### src/rtl/vga_pkg.sv
// Shared VGA framebuffer definitions: the grant encoding, RGB565 field layout and the
// default framebuffer geometry.
package vga_pkg;

   localparam int unsigned FB_AW = 17;   // 320x240 = 76800 words
   localparam int unsigned FB_DW = 16;

   localparam int unsigned RGB_R_W   = 5;
   localparam int unsigned RGB_R_OFS = 11;
   localparam int unsigned RGB_G_W   = 6;
   localparam int unsigned RGB_G_OFS = 5;
   localparam int unsigned RGB_B_W   = 5;
   localparam int unsigned RGB_B_OFS = 0;

   typedef enum logic [1:0] {
      GNT_NONE = 2'd0,
      GNT_RD   = 2'd1,
      GNT_WR   = 2'd2
   } grant_e;

endpackage

### src/rtl/vga_rd_lat_pipe.sv
// Valid-only delay line that marks which RAM read-data cycles belong to an issued read.
module vga_rd_lat_pipe #(
   parameter int unsigned LAT = 1
) (
   input  logic i_clk,
   input  logic i_rst,
   input  logic i_valid,
   output logic o_valid
);

   logic [LAT-1:0] r_sr;

   always_ff @(posedge i_clk or posedge i_rst) begin
      if (i_rst) begin
         r_sr <= '0;
      end else begin
         r_sr[0] <= i_valid;
         for (int unsigned i = 1; i < LAT; i++) begin
            r_sr[i] <= r_sr[i-1];
         end
      end
   end

   assign o_valid = r_sr[LAT-1];

endmodule

### src/rtl/vga_fb_arbiter.sv
// Single-port framebuffer arbiter between the VGA scan-out reader and the drawing writer;
// one RAM access per clock, read data returned in grant order.
module vga_fb_arbiter
   import vga_pkg::*;
#(
   parameter int unsigned AW         = FB_AW,
   parameter int unsigned DW         = FB_DW,
   parameter int unsigned MEM_RD_LAT = 1
) (
   input  logic          clk,
   input  logic          rst,
   input  logic          disp_vblank,
   input  logic          disp_urgent,
   input  logic          rd_valid,
   input  logic [AW-1:0] rd_addr,
   output logic          rd_ready,
   output logic          rd_data_valid,
   output logic [DW-1:0] rd_data,
   input  logic          wr_valid,
   input  logic [AW-1:0] wr_addr,
   input  logic [DW-1:0] wr_data,
   output logic          wr_ready,
   output logic          mem_en,
   output logic          mem_we,
   output logic [AW-1:0] mem_addr,
   output logic [DW-1:0] mem_wdata,
   input  logic [DW-1:0] mem_rdata,
   input  logic          stat_clr,
   output logic [15:0]   stat_wr_stall
);

   grant_e r_last_grant;
   grant_e w_grant;
   logic   w_mem_rd;

   always_comb begin
      w_grant = GNT_NONE;
      if (rd_valid && disp_urgent) begin
         w_grant = GNT_RD;
      end else if (wr_valid && disp_vblank) begin
         w_grant = GNT_WR;
      end else if (rd_valid && wr_valid) begin
         // Round-robin on contention; NONE history favours the reader.
         w_grant = (r_last_grant == GNT_RD) ? GNT_WR : GNT_RD;
      end else if (rd_valid) begin
         w_grant = GNT_RD;
      end else if (wr_valid) begin
         w_grant = GNT_WR;
      end
   end

   assign rd_ready = (w_grant == GNT_RD);
   assign wr_ready = (w_grant == GNT_WR);

   always_ff @(posedge clk or posedge rst) begin
      if (rst) begin
         r_last_grant <= GNT_NONE;
         mem_en       <= 1'b0;
         mem_we       <= 1'b0;
         mem_addr     <= '0;
         mem_wdata    <= '0;
      end else begin
         mem_en <= (w_grant != GNT_NONE);
         mem_we <= (w_grant == GNT_WR);
         if (w_grant == GNT_RD) begin
            r_last_grant <= GNT_RD;
            mem_addr     <= rd_addr;
         end else if (w_grant == GNT_WR) begin
            r_last_grant <= GNT_WR;
            mem_addr     <= wr_addr;
            mem_wdata    <= wr_data;
         end
      end
   end

   always_ff @(posedge clk or posedge rst) begin
      if (rst) begin
         stat_wr_stall <= '0;
      end else if (stat_clr) begin
         stat_wr_stall <= '0;
      end else if (wr_valid && !wr_ready && (stat_wr_stall != '1)) begin
         stat_wr_stall <= stat_wr_stall + 16'd1;
      end
   end

   assign w_mem_rd = mem_en & ~mem_we;

   vga_rd_lat_pipe #(
      .LAT (MEM_RD_LAT)
   ) u_rd_lat_pipe (
      .i_clk   (clk),
      .i_rst   (rst),
      .i_valid (w_mem_rd),
      .o_valid (rd_data_valid)
   );

   assign rd_data = rd_data_valid ? mem_rdata : '0;

endmodule

### config.mk
export PLATFORM = sky130hd
export DESIGN_NAME = vga_fb_arbiter
export DESIGN_NICKNAME = d
export VERILOG_FILES = /design/src/rtl/vga_pkg.sv /design/src/rtl/vga_rd_lat_pipe.sv /design/src/rtl/vga_fb_arbiter.sv
export SDC_FILE = /design/constraint.sdc
export NUM_CORES = 1
export LEC_CHECK = 0
export BUFFER_PORTS_ARGS = -buffer_cell sky130_fd_sc_hd__buf_4
export CAP_MARGIN = 20
export CORE_ASPECT_RATIO = 0.9
export CORE_MARGIN = 4
export CORE_UTILIZATION = 44
export CTS_CLUSTER_DIAMETER = 50
export DETAILED_ROUTE_END_ITERATION = 16
export PLACE_DENSITY = 0.88
export SETUP_SLACK_MARGIN = 0.2
export SLEW_MARGIN = 25
export SYNTH_ARGS = -nofsm -noshare
export SYNTH_HDL_FRONTEND = slang
export SYNTH_HIERARCHICAL = 1
export SYNTH_SLANG_ARGS = --single-unit
export TNS_END_PERCENT = 10
### constraint.sdc
create_clock -name clk -period 2.6 [get_ports clk]
set_clock_uncertainty 0.1 [all_clocks]
set_input_delay 0 -clock clk [delete_from_list [all_inputs] [get_ports clk]]
set_output_delay 0 -clock clk [all_outputs]
set_load 0.005 [all_outputs]
==> run metrics <==
WP data arrival 2.30 ns; wire per inst 17.4 um; R2R cell count 7; RSZ-0062 raised after global routing false; diode count 0; slowest cell on the critical path dlygate4sd3_1; antenna violations before repair 0; Worst setup SP type flip-flop; placed insts 439; EDFF count, synth 0; synthesized area per cell 10.5 um2; Synth Cell Area 0.00246 mm2; number of port buffers 142; CTS Sinks 54; maximum cell stage delay along the critical path 0.55 ns; predominant post-synthesis flop cell dfrtp_1; clock buffer count from CTS 5; CTS tree yes; global-route wire length before repair 13,600 um; Via density 5.27; Die W 86.8 um; Initial Utilization 46.2%; Tcrit/Tclk final 83.2%; maxcap violations 0; die area 0.00685 mm2; count of final setup violators 0; Placed Area 0.00362 mm2; Remaining DRCs 0; CTS root buf clkbuf_8; drt first pass iters 6; deepest clock path buffer count 2; Setup WS post-layout roughly 0.44 ns; Worst-Skew Late Latency 0.30 ns; FF+latch count, synth 54; syn_nets 309; Finished Layout Cells 502; critical path start-end classification reg2reg; chip height 78.9 um; actual slew at the worst max-slew pin 0.693 ns; sequential share of the synthesized area a little over half; Via Count 2,646; DRT iter0 DRCs 89; Layout area overhead 74.5%; leakage power 2.11 nW; WL final 8750 um; Hold Path Class in2async; largest net degree at the start of global routing 23; core area 0.00532 mm2; Layout Nets 508; gpl congestion 0.910; min cycle time layout between 2 and 2.5 ns; PD cells 472 mW/mm2; ANT nets after route 0; Worst EP required around 2.7 ns; Critical Path Fanout Max 10; crit-path most repeated cell nand2_1; number of global-route vias before repair 2,761; HPWL Detailed 5610 um; Synth cell types 35; Pins Over Slew Limit 0; Fmax achieved 462 MHz; Synth Warn # 6; # rows 25; FILL cells 353; Post-Synthesis Cells 235; Slew headroom 53.8%; final hold violation count 0; Tot GR Track Use 25.5%; Design Area, Final 0.00429 mm2; layout cells sized above 1 40.9%; IO Pins about 140; pre-CTS WS 0.608 ns; Setup TNS Final 0 ns; maximum vdd ir drop 0.432 mV; global route overflow 0; ys async rst share 100%; htree depth 2; outcome complete, no violations; worst-path cell chain nor2b_1 > o21bai_2 > a21oi_4 > buf_4 > nand2_1 > nand2_1 > dlygate4sd3_1; clock-pin slew of the registers on the worst-case setup and hold paths about 0.10 ns; type of destination of the critical path flip-flop
[repair_timing]
action                     CTS  global route
gates resized for setup      0             3
hold buffers                54             0
hold endpoints to repair   106             0
buffers inserted             0             0
setup endpoints to repair    0             4
[where the power goes]
part	switching (mW)	total, mW	internal, mW	leakage, nW
clock network	0.282	0.571	0.289	0.0585
logic	0.184	0.492	0.308	1.38
registers	0.0488	0.962	0.913	0.675
total	0.514	2.02	1.51	2.11
[final timing paths]
path                            startpoint                     to  slack [ns]
hold / removal                         rst  u_rd_lat_pipe/o_valid        0.01
setup reg to reg           r_last_grant[1]            mem_addr[1]        0.44
hold reg to reg                     mem_we  u_rd_lat_pipe/o_valid        0.35
max in group asynchronous              rst           mem_addr[12]        1.72
setup / recovery           r_last_grant[1]            mem_addr[1]        0.44
min in group clk                  rd_valid           mem_addr[14]        0.10
[registers in the layout (all words and copies together) (netlist names)]
signal / cells
r_last_grant: 2
mem_en: 1
mem_we: 1
u_rd_lat_pipe/o_valid: 1
mem_addr: 17
mem_wdata: 16
stat_wr_stall: 16
[metrics by stage]
step | total power, mW | hold slack (ns) | util [%]
after floorplan | 1.11 | -0.371 | -
after global routing | 2.12 | 0.00398 | 80.7
final | 2.02 | 0.0140 | 80.7
after CTS | 2.02 | 0.00507 | 80.3
after detailed placement | 1.39 | -0.236 | 68.0
after global placement | 1.37 | -0.245 | 68.0
[worst max-delay path: cells and delay by family (launching register included)]
| kind | cells | cell delay (ns) |
|---|---|---|
| and+or+nand+nor | 3 | 0.27 |
| DFF | 1 | 0.41 |
| AOI/OAI and AO/OA | 2 | 0.54 |
| buffers and inverters | 2 | 0.78 |
[cells in the final DEF, fill, tap and decap left out, types with 8 or more instances in the layout]
cell type      Yosys  final
buf_4              0    147
a22oi_1           17     17
xor2_1             8      8
dfrtp_1           54     54
nand2_1           39     39
nor2_1            14     14
dlygate4sd3_1      0     54
mux2_2            16     16
and2_1            17     17
[kinds of logic after synthesis]
kind of cell	synth area share, %
compound gates	10.3
xor+xnor	2.85
fa+ha+maj	0.509
buf+inv	2.70
flops	55.0
mux	7.74
simple gates	20.9
[synthesized netlist by cell type, types with 5 or more instances]
library cell | n | area [um2]
a21oi_1 | 5 | 25.0
a22oi_1 | 17 | 128
and2_1 | 17 | 106
and4_1 | 5 | 43.8
clkbuf_1 | 7 | 26.3
dfrtp_1 | 54 | 1350
inv_1 | 7 | 26.3
mux2_2 | 16 | 180
nand2_1 | 39 | 146
nand4_1 | 6 | 37.5
nor2_1 | 14 | 52.6
or3_1 | 5 | 31.3
xor2_1 | 8 | 70.1
[layer usage]
metal,up-vias,track usage [%],routed length (um)
li1,1226,-,-
met1,1257,26.7,3040
met2,141,48.0,4660
met3,22,7.68,787
met4,0,8.26,255
met5,-,0,0
[area by class of cell]
class,instances,area (um2),share of cell area (%)
timing repair buffer,201,1640,38.3
sequential,54,1350,31.5
inverter,7,26.3,0.612
tap,67,83.8,1.95
multi-input combinational,165,1070,25.0
clock buffer,5,68.8,1.60
clock inverter,3,43.8,1.02
Power figures use the tool's default switching activity.
